File: src/rtl/fetch_branch_predictor.sv
`default_nettype none
// ============================================================================
// Module      : fetch_branch_predictor
// Description : Dual-issue fetch PC generator with a 2-bit saturating-counter
//               branch history table (BHT). Predicts the next fetch PC for
//               the instruction pair at pc_o. Trains the BHT from branches
//               resolved in execute. Redirects fetch on a mispredict and
//               keeps statistics on resolved branches and mispredicts.
// Ports       : clk, rst_n              clock / async active-low reset
//               stall_i                 hold pc_o (a redirect still wins)
//               branch_en_i, imm_i      pre-decoder info per fetch slot
//               upd_*_i                 resolved-branch feedback from execute
//               pc_o, pred_taken_o      fetch PC and per-slot prediction
//               flush_o                 registered kill of fetch/decode
//               br_cnt_o, mispred_cnt_o saturating statistics counters
// Revision    : 1.0  initial release
// ============================================================================
module fetch_branch_predictor #(
    parameter int          BHT_ENTRIES = 64,
    parameter logic [31:0] RESET_PC    = 32'h0000_0000
) (
    input  logic             clk,
    input  logic             rst_n,
    input  logic             stall_i,
    input  logic [1:0]       branch_en_i,
    input  logic [1:0][31:0] imm_i,
    input  logic             upd_valid_i,
    input  logic [31:0]      upd_pc_i,
    input  logic             upd_taken_i,
    input  logic             upd_mispred_i,
    input  logic [31:0]      upd_target_i,
    output logic [31:0]      pc_o,
    output logic [1:0]       pred_taken_o,
    output logic             flush_o,
    output logic [31:0]      br_cnt_o,
    output logic [31:0]      mispred_cnt_o
);

    localparam int IDX = $clog2(BHT_ENTRIES);

    logic [31:0]    r_pc;
    logic [1:0]     r_bht [BHT_ENTRIES];
    logic           r_flush;
    logic [31:0]    r_br_cnt;
    logic [31:0]    r_mispred_cnt;

    logic [31:0]    w_pc1;
    logic [IDX-1:0] w_idx0;
    logic [IDX-1:0] w_idx1;
    logic [IDX-1:0] w_upd_idx;
    logic [1:0]     w_pred;
    logic           w_redirect;
    logic [31:0]    w_next_pc;
    logic [1:0]     w_cnt_cur;
    logic [1:0]     w_cnt_next;

    // Only the index bits of the update PC address the table.
    logic           w_unused_upd_pc;
    assign w_unused_upd_pc = ^{upd_pc_i[31:IDX+2], upd_pc_i[1:0]};

    // ------------------------------------------------------------------------
    // Lookup: both slots read the table combinationally. A write issued in
    // the same cycle is not bypassed; it becomes visible after the edge.
    // ------------------------------------------------------------------------
    assign w_pc1  = r_pc + 32'd4;
    assign w_idx0 = r_pc[IDX+1:2];
    assign w_idx1 = w_pc1[IDX+1:2];

    assign w_pred[0] = branch_en_i[0] & r_bht[w_idx0][1];
    assign w_pred[1] = branch_en_i[1] & r_bht[w_idx1][1];

    // A mispredict only counts when it comes with a valid update.
    assign w_redirect = upd_valid_i & upd_mispred_i;

    // ------------------------------------------------------------------------
    // Next-PC selection. The redirect overrides a stall. A taken slot 0
    // makes slot 1 dead, so slot 0 is checked first.
    // ------------------------------------------------------------------------
    always_comb begin
        w_next_pc = r_pc + 32'd8;
        if (w_redirect) begin
            w_next_pc = upd_target_i;
        end else if (stall_i) begin
            w_next_pc = r_pc;
        end else if (w_pred[0]) begin
            w_next_pc = r_pc + imm_i[0];
        end else if (w_pred[1]) begin
            w_next_pc = w_pc1 + imm_i[1];
        end
    end

    // ------------------------------------------------------------------------
    // Training: the 2-bit counter saturates in both directions.
    // ------------------------------------------------------------------------
    assign w_upd_idx = upd_pc_i[IDX+1:2];
    assign w_cnt_cur = r_bht[w_upd_idx];

    always_comb begin
        w_cnt_next = w_cnt_cur;
        if (upd_taken_i) begin
            if (w_cnt_cur != 2'b11) begin
                w_cnt_next = w_cnt_cur + 2'b01;
            end
        end else begin
            if (w_cnt_cur != 2'b00) begin
                w_cnt_next = w_cnt_cur - 2'b01;
            end
        end
    end

    // ------------------------------------------------------------------------
    // State registers
    // ------------------------------------------------------------------------
    always_ff @(posedge clk or negedge rst_n) begin
        if (!rst_n) begin
            r_pc          <= RESET_PC;
            r_flush       <= 1'b0;
            r_br_cnt      <= 32'd0;
            r_mispred_cnt <= 32'd0;
            for (int i = 0; i < BHT_ENTRIES; i++) begin
                r_bht[i] <= 2'b01;
            end
        end else begin
            r_pc    <= w_next_pc;
            r_flush <= w_redirect;
            if (upd_valid_i) begin
                r_bht[w_upd_idx] <= w_cnt_next;
                if (r_br_cnt != 32'hFFFF_FFFF) begin
                    r_br_cnt <= r_br_cnt + 32'd1;
                end
            end
            if (w_redirect && (r_mispred_cnt != 32'hFFFF_FFFF)) begin
                r_mispred_cnt <= r_mispred_cnt + 32'd1;
            end
        end
    end

    assign pc_o          = r_pc;
    assign pred_taken_o  = w_pred;
    assign flush_o       = r_flush;
    assign br_cnt_o      = r_br_cnt;
    assign mispred_cnt_o = r_mispred_cnt;

endmodule
`default_nettype wire

File: config.mk
export PLATFORM = sky130hd
export DESIGN_NAME = fetch_branch_predictor
export DESIGN_NICKNAME = d
export VERILOG_FILES = /design/src/rtl/fetch_branch_predictor.sv
export SDC_FILE = /design/constraint.sdc
export NUM_CORES = 1
export LEC_CHECK = 0
export CAP_MARGIN = 40
export CELL_PAD_IN_SITES_DETAIL_PLACEMENT = 0
export CELL_PAD_IN_SITES_GLOBAL_PLACEMENT = 2
export CORE_MARGIN = 2
export CORE_UTILIZATION = 35
export DETAILED_ROUTE_END_ITERATION = 7
export PLACE_DENSITY = 0.81
export SLEW_MARGIN = 10
export SYNTH_ARGS = -nofsm -noshare
export SYNTH_HDL_FRONTEND = slang
export SYNTH_SLANG_ARGS = --single-unit
File: constraint.sdc
create_clock -name clk -period 4.8 [get_ports clk]
set_input_delay 0.72 -clock clk [delete_from_list [all_inputs] [get_ports clk]]
set_output_delay 0.72 -clock clk [all_outputs]
set_load 0.01 [all_outputs]
# Yosys cells after proc, flatten, opt, wreduce, memory -nomap -nowiden
# Index checks and enable logic that the tools add are counted.
# classes
n_reduce_logical	4
n_lt_le_gt_ge	4
n_bitwise	6
n_eq_ne	4
mux	19
add_sub_neg	8
# op_table
operator	count
$bwmux W128	1
$mux W32	4
$add A32 B1 Y32 const B	2
$add A32 B32 Y32	2
$ne A32 B32 Y1 const B	2
$bmux W2 S6	3
$add A32 B3 Y32 const B	1
$add A32 B4 Y32 const B	1
$ge A7 B7 Y1 const B	3
$not A6 Y7	3
$mux W2	10
$demux W2 S6	1
$lt A7 B1 Y1 const B	1
$and A1 B1 Y1	3
$add A2 B1 Y2 const B	1
$logic_and A1 B1 Y1	2
$ne A2 B1 Y1 const B	1
$ne A2 B2 Y1 const B	1
$reduce_and A2 Y1	1
$reduce_bool A2 Y1	1
$sub A2 B1 Y2 const B	1
# totals
reg_bits	225
output_inout_bits	99
wordCells	113
inputBits	136

# Logic depth before layout (Yosys ltp)
# Gate-level depths: netlist of the first run.
# logic_depth
ltp_word	10
depth_mapped	22

# Worst setup path before layout of the first run
# OpenSTA, ideal clock, no wires.
# synth_path
path_type	register to register
startpoint	reg r_pc[7] (netlist: pc_o[7])
endpoint	reg r_pc[31] (netlist: pc_o[31])
synth_period_minus_slack_ns	4.189
path_buffers	3
arrival_ns	4.107
setup_ns	0.082
path_slack_ns	0.611
path_stages_with_launch	20
t_required_ns	4.718
path_cell_list	dfrtp_1 > clkbuf_1 > nand3_1 > nor2_1 > and3_1 > clkbuf_1 > nand3_1 > nor2_1 > nand3_1 > xnor2_1 > ha_1 > clkbuf_1 > nand4_1 > o41ai_1 > a31oi_1 > o21ai_1 > a21oi_1 > mux2i_1 > a221o_1 > a31oi_1
# synth_via
elab_chain_cells	10
elab_cells_between_ends	18
cone_classes	4 x add/sub; 10 x mux; 4 x bitwise
# synth_rtl
element	line	source
start: declaration	41	logic [31:0] r_pc;
start signal: assignment	124	r_pc <= w_next_pc;
$add A32 B3 Y32	65	assign w_pc1 = r_pc + 32'd4;
$not A6 Y7 (implied by the code)	70	assign w_pred[1] = branch_en_i[1] & r_bht[w_idx1][1];
$bmux W2 S6	70	
$mux W2 (implied by the code) (2 in series)	70	
$and A1 B1 Y1	70	
$mux W32	87	end else if (w_pred[1]) begin
$mux W32 (*)	85	end else if (w_pred[0]) begin
$mux W32 (*)	83	end else if (stall_i) begin
$mux W32 (*)	81	if (w_redirect) begin
# Mark *: on every way between the ends. The rest lies on a longest branch, timed or not. The select of a mux whose other input is x is not followed.
# A chain may end at the register's enable or synchronous reset.

# Worst setup path in the final report of the first run
# layout_path
startpoint	reg r_pc[2] (netlist: pc_o[2])
endpoint	out pred_taken_o[1]
# layout_via
elab_chain_cells	6
# layout_rtl
element	line	source
$add A32 B3 Y32	65	
$not A6 Y7 (implied by the code)	70	
$bmux W2 S6	70	
$mux W2 (implied by the code) (2 in series)	70	
$and A1 B1 Y1	70	
end: declaration	33	output logic [1:0] pred_taken_o,
# No other way between the ends. The select of a mux whose other input is x is not followed.

==> results.cfg, run 1 <==
[status]
status = finished, violations left
failed_checks = DRC

[timing]
hold_violations = 0
finalSetupViolations = 0
fin_crit_sh_pct = 97.4
slew_headroom_pct = 29.8
fmax_mhz = 214
finClkSkew_ns = 0.0310
post-route-min-period_ns = 4.68
setup_ws_ns = 0.125
rsz0062_at_grt = false
tightest_slew_ns = 1.05
finalSetupTns_ns = 0
slew_viol_final = 0

[die]
rows = 78
die_x_um = 218
dieArea_sq_mm = 0.0476
die_h_um = 218
coreArea_sq_mm = 0.0453
boundaryPins = 235
start_util_pct = 35.5

[worst_setup_path]
startpoint = pc_o[2]$_DFFE_PN0P_
critPathArrivalTime_ns = 3.96
required_ns = 4.08
cp-start-kind = register
r2r-end = pc_o[28]$_DFFE_PN0P_
path_depth = 9
rr_worst_depth = 20
ff2ff_setup_slack_ns = 0.25
crit_path_frequent_cell = mux4_2
path_delay_family = multiplexers
endpoint_kind = output pin
crit_buf_inv = 3
max_stage_delay_ns = 0.55
path_class = reg2out
path_cells = ha_4 > buf_4 > mux4_2 > mux4_2 > o2111ai_1 > o21ai_2 > nor2_8 > inv_2 > clkdlybuf4s50_1
crit_end = pred_taken_o[1]
cpMaxStageDelayCell = mux4_2
worst_r2r_startpoint = pc_o[3]$_DFFE_PN0P_
path_max_fanout = 9

[synth]
synth-edff-count = 0
synth_warnings = 0
ys_ff_latch = 225
syn_nets = 1844
yosysTopAreaCell = dfrtp_1
synth.area.top_cells = dfrtp_1 (25%), dfstp_2 (10%), mux2_2 (9.1%)
synth_top_area_share_pct = 25.1
syn_inst = 1635
synth_area_sq_mm = 0.0161
seq_area_frac_synth_pct = 35.6
async_flop_share_pct = 100
ys.flop_type = dfrtp_1
yosysUniqueCellTypes = 80
syn_avg_cell_area_sq_um = 9.82

[detailed_routing]
drc = 2
ant_nets = 0
vias_per_cell = 5.63
num_vias = 13900
drt_iter0_drc = 1093
drt_pass1_iterations = 8
wl_um = 55400
avgRoutedWirePerCell_um = 22.5

[place]
numPortBuffers = 208
hpwl_um = 40500
place_congestion = 0.929
pre_cts_ws_ns = 0.204

[pwr]
switching_power_mw = 3.21
power_frac_clock_pct = 27.4
share_comb_of_total_power_pct = 43.0
pwr-share-seq_pct = 29.6
swShare_pct = 37.7
vdd_drop_max_uv = 259
leakage_nw = 8.23
p_int_mw = 5.30
power_density_mw_per_mm2 = 426
finalPower_mw = 8.52

[final_layout]
fill_cells = 4411
num_antenna_cells = 0
finalNetCount = 2052
area_growth_pct = 24.6
multi_input_area_sq_mm = 0.00985
utilization_pct = 44.2
drive_gt1_share_pct = 19.7
seq_area_sq_mm = 0.00571

[cts]
cts_root_buffer = clkbuf_16
cts_tree = built
clock_insertion_delay_worst_skew_ns = 0.59
cts_made_buffers = 28
htree_num_levels = 1
holdBufCountCts = 0
clk_path_buf_depth = 3
cts_setup_buffers = 0
clk_pin_slew_worst_paths_ns = 0.07
cts_sinks = 225

[global_route]
antenna_found_initial = 0
grt_max_degree = 125
grt_pass1_wl_um = 83800
grt_remaining_overflow = 0
grt_pass1_vias = 13700
grtUsageTotal_pct = 22.9

[min_path]
hold_path.class = in2async

[flow_run]
maxCapViolCount = 0
[worst min-delay path by stage]
stage                                  start                            end  slack (ns)  depth (start not counted)
2_1_floorplan                          rst_n        br_cnt_o[0]$_DFFE_PN0P_        0.42                          0
3_3_place_gp        br_cnt_o[24]$_DFFE_PN0P_       br_cnt_o[24]$_DFFE_PN0P_        0.48                          1
3_5_place_dp   mispred_cnt_o[31]$_DFFE_PN0P_  mispred_cnt_o[31]$_DFFE_PN0P_        0.48                          1
4_1_cts                                rst_n          r_bht[45]$_DFFE_PN0P_        0.31                          1
5_1_grt                                rst_n          r_bht[39]$_DFFE_PN0P_        0.33                          1
6_report                               rst_n          r_bht[39]$_DFFE_PN0P_        0.24                          1
[layout make-up]
class | count | area share [%]
Clock buffer | 39 | 4.06
Clock inverter | 13 | 1.03
Inverter | 29 | 0.557
Multi-Input combinational cell | 1293 | 49.3
Sequential cell | 225 | 28.6
Tap cell | 600 | 3.75
Timing Repair Buffer | 266 | 12.8
[kinds of logic (layout without fill, tap and decap cells)]
group | Yosys count | in the layout | share of synthesized area (%)
AOI/OAI and AO/OA | 360 | 360 | 14.8
muxes | 182 | 182 | 15.4
xor gates and xnor gates | 172 | 172 | 9.43
buffers and inverters | 117 | 347 | 3.34
adders and majority gates | 75 | 75 | 5.91
DFF | 225 | 225 | 35.6
and+or+nand+nor | 504 | 504 | 15.5
[per-stage QoR]
stage               hold WS (ns)  cell area, sq um  cells
floorplan                  0.424             16100   1635
global placement           0.480             18900   2412
detailed placement         0.482             18900   2413
CTS                        0.306             20000   2465
global route               0.326             20000   2465
finish                     0.242             20000   2465
[power by group through the flow]
stage	sequential [mW]	combinational (mW)	clock [mW]
6_report	2.52	3.66	2.34
5_1_grt	2.56	3.99	2.46
4_1_cts	2.51	3.65	2.38
3_5_place_dp	2.54	3.62	0
3_3_place_gp	2.54	3.62	0
2_1_floorplan	2.47	2.40	0
[cell usage after synthesis, types with 27 or more instances]
| library cell | number |
|---|---|
| dfrtp_1 | 161 |
| nand2_1 | 155 |
| mux2_2 | 130 |
| nor2_1 | 113 |
| xnor2_1 | 112 |
| a21oi_1 | 94 |
| ha_1 | 71 |
| dfstp_2 | 64 |
| o21ai_0 | 63 |
| nand3_1 | 60 |
| xor2_1 | 59 |
| clkbuf_1 | 53 |
| a22oi_1 | 45 |
| mux4_2 | 35 |
| nand4_1 | 34 |
| and3_1 | 27 |
| inv_1 | 27 |
[layer usage]
layer / wire length [um] / up-vias / GRT usage, %
li1: - / 6443 / -
met1: 24600 / 6886 / 31.8
met2: 25500 / 467 / 36.6
met3: 3550 / 89 / 3.33
met4: 1720 / 0 / 7.19
met5: 0 / - / 0
[placed cells by master, fill, tap and decap left out, types with 13 or more instances in the layout]
cell / instances
mux4_2: 35
inv_1: 27
clkdlybuf4s50_1: 207
nor3_1: 23
a211oi_1: 13
mux2i_1: 14
nor2_1: 112
xnor2_1: 112
a31oi_1: 21
nand4_1: 34
and3_1: 27
clkbuf_16: 28
buf_4: 54
nand3_1: 60
a21o_1: 25
o21ai_0: 63
mux2_2: 130
nand3b_1: 20
a22oi_1: 45
xor2_1: 59
a221oi_1: 18
a21oi_1: 94
nand2_1: 154
dfstp_2: 64
ha_1: 70
dfrtp_1: 160
[registers in the layout, indices dropped and copies added, names as in the netlist]
name	count
mispred_cnt_o	32
br_cnt_o	32
r_bht	128
pc_o	32
flush_o	1
[what timing repair did]
action | CTS | global route
pin swaps | 0 | 0
resized for setup | 2 | 5
setup endpoints to repair | 1 | 7
No activity file was read; power rests on OpenSTA's default activity.
==> inputs of run 2 (changes only) <==
--- a/config.mk
+++ b/config.mk
@@ -8,9 +8,11 @@
 export CAP_MARGIN = 40
 export CELL_PAD_IN_SITES_DETAIL_PLACEMENT = 0
 export CELL_PAD_IN_SITES_GLOBAL_PLACEMENT = 2
+export CORE_ASPECT_RATIO = 1.25
 export CORE_MARGIN = 2
 export CORE_UTILIZATION = 35
 export DETAILED_ROUTE_END_ITERATION = 7
+export GPL_TIMING_DRIVEN = 0
 export PLACE_DENSITY = 0.81
 export SLEW_MARGIN = 10
 export SYNTH_ARGS = -nofsm -noshare
==> run 2 against run 1 <==
The flow now finishes without violations. Design area is 0.17% higher. Via count is 1.3% higher. Register-to-register slack improved by 0.10 ns. Cell count rose by 0.16%. Clock power fell by 10%. Hold slack worse by 0.11 ns. Die area barely moved. Sequential cell count unchanged. Largest power group unchanged.
==> results.cfg, run 2 (synthesis results as in run 1) <==
[status]
status = finished clean

[detailed_routing]
wl_um = 59500
drt_iter0_drc = 960
drt_pass1_iterations = 5
avgRoutedWirePerCell_um = 24.1
drc = 0
num_vias = 14100
vias_per_cell = 5.70
ant_nets = 0

[global_route]
grtUsageTotal_pct = 24.7
grt_remaining_overflow = 0
antenna_found_initial = 0
grt_max_degree = 85
grt_pass1_wl_um = 89800
grt_pass1_vias = 14600

[cts]
cts_root_buffer = clkbuf_16
cts_tree = built
clk_pin_slew_worst_paths_ns = 0.07
htree_num_levels = 1
cts_made_buffers = 25
clock_insertion_delay_worst_skew_ns = 0.55
cts_sinks = 225
holdBufCountCts = 0
clk_path_buf_depth = 3

[die]
boundaryPins = 235
coreArea_sq_mm = 0.0452
die_h_um = 243
rows = 87
dieArea_sq_mm = 0.0476
die_x_um = 196
start_util_pct = 35.5

[place]
numPortBuffers = 203
dp.cells = 2424
pre_cts_ws_ns = -0.553
hpwl_um = 45600
place_congestion = 0.896
placed_area_sq_mm = 0.0189

[final_layout]
mostFrequentLayoutCell = clkdlybuf4s50_1
area_growth_pct = 24.8
final_cell_mix = clkdlybuf4s50_1 (202), dfrtp_1 (157), nand2_1 (155), mux2_2 (130), xnor2_1 (112)
utilization_pct = 44.4
num_antenna_cells = 0
final_area_sq_mm = 0.0200
largest_register_ffs = 128
finalNetCount = 2082
post_layout_nonfiller_instances = 2469
largest-register = r_bht
drive_gt1_share_pct = 19.4

[timing]
slew_viol_final = 0
setup_ws_ns = 0.113
whs_ns = 0.137
slew_headroom_pct = 36.7
finClkSkew_ns = 0.0278
post-route-min-period_ns = 4.69
hold_violations = 0
finalSetupViolations = 0
fin_crit_sh_pct = 97.6
tightest_slew_ns = 0.949
finalSetupTns_ns = 0
rsz0062_at_grt = false
fmax_mhz = 213

[worst_setup_path]
required_ns = 4.08
crit_path_frequent_cell = mux4_2
cpMaxStageDelayCell = mux4_2
cp-start-kind = register
crit_buf_inv = 5
path_max_fanout = 10
endpoint_kind = output pin
critPathArrivalTime_ns = 3.97
max_stage_delay_ns = 0.55
path_delay_family = multiplexers
path_cells = buf_4 > ha_4 > buf_8 > buf_12 > mux4_2 > mux4_2 > o2111ai_4 > o21ai_4 > nor2_8 > inv_2 > clkdlybuf4s50_1
path_class = reg2out

[pwr]
finalPower_mw = 8.55
power_density_mw_per_mm2 = 427
leakage_nw = 8.15
vdd_drop_max_uv = 277

[flow_run]
maxCapViolCount = 0

[min_path]
hold_path.class = in2async
[run 2: area by class of cell]
cell class | instances | area (sq um)
Clock buffer | 28 | 658
Inverter | 29 | 111
Clock inverter | 17 | 228
Tap cell | 578 | 723
Sequential cell | 225 | 5720
Buffer | 84 | 433
Multi-Input combinational cell | 1293 | 10000
Fill cell | 4392 | 25100
Timing Repair Buffer | 215 | 2170
[run 2: repair_timing]
| item | in CTS | in global routing |
|---|---|---|
| setup buffers | 2 | 2 |
| gates resized for setup | 23 | 26 |
| endpoints found under the setup margin | 13 | 17 |
| pin swaps | 2 | 1 |
[run 2: final timing paths]
| path | startpoint | end | slack, ns | depth (start not counted) |
|---|---|---|---|---|
| max | pc_o[2]$_DFFE_PN0P_ | pred_taken_o[1] | 0.11 | 11 |
| min | rst_n | mispred_cnt_o[28]$_DFFE_PN0P_ | 0.14 | 1 |
| max reg2reg | pc_o[4]$_DFFE_PN0P_ | pc_o[31]$_DFFE_PN0P_ | 0.35 | 19 |
| min reg2reg | mispred_cnt_o[19]$_DFFE_PN0P_ | mispred_cnt_o[19]$_DFFE_PN0P_ | 0.49 | 1 |
| max in group asynchronous | rst_n | r_bht[22]$_DFFE_PN1P_ | 3.41 | 3 |
| min in group clk | mispred_cnt_o[19]$_DFFE_PN0P_ | mispred_cnt_o[19]$_DFFE_PN0P_ | 0.49 | 1 |
[run 2: report_power, final]
group / switching (mW) / internal [mW]
Sequential: 0.365 / 2.18
Clock: 0.834 / 1.26
Combinational: 2.21 / 1.69
Total: 3.41 / 5.14
[run 2: worst reg2reg max path: stages (launching register included)]
cell and delay (ns):
dfrtp_2 0.47, ha_2 0.28, nand2_1 0.08, nor2_2 0.17, and3_2 0.29, nand3_2 0.18
nor2_2 0.18, nand3_1 0.11, xnor2_1 0.16, ha_1 0.40, nand4_1 0.22, nor2_1 0.09
a211oi_2 0.27, o41ai_4 0.16, a31oi_4 0.26, o21ai_2 0.11, a21oi_1 0.25, mux2i_1 0.13
a221o_1 0.40, a31oi_1 0.17
[run 2: metal layers]
| metal | wire [um] | up-vias | part of all wire [%] | track usage [%] |
|---|---|---|---|---|
| met5 | 0 | - | 0 | 0 |
| met4 | 3180 | 0 | 5.3 | 12.3 |
| met3 | 3310 | 150 | 5.6 | 3.27 |
| met2 | 30400 | 528 | 51 | 44.6 |
| met1 | 22600 | 6891 | 38 | 28.7 |
| li1 | - | 6502 | - | - |
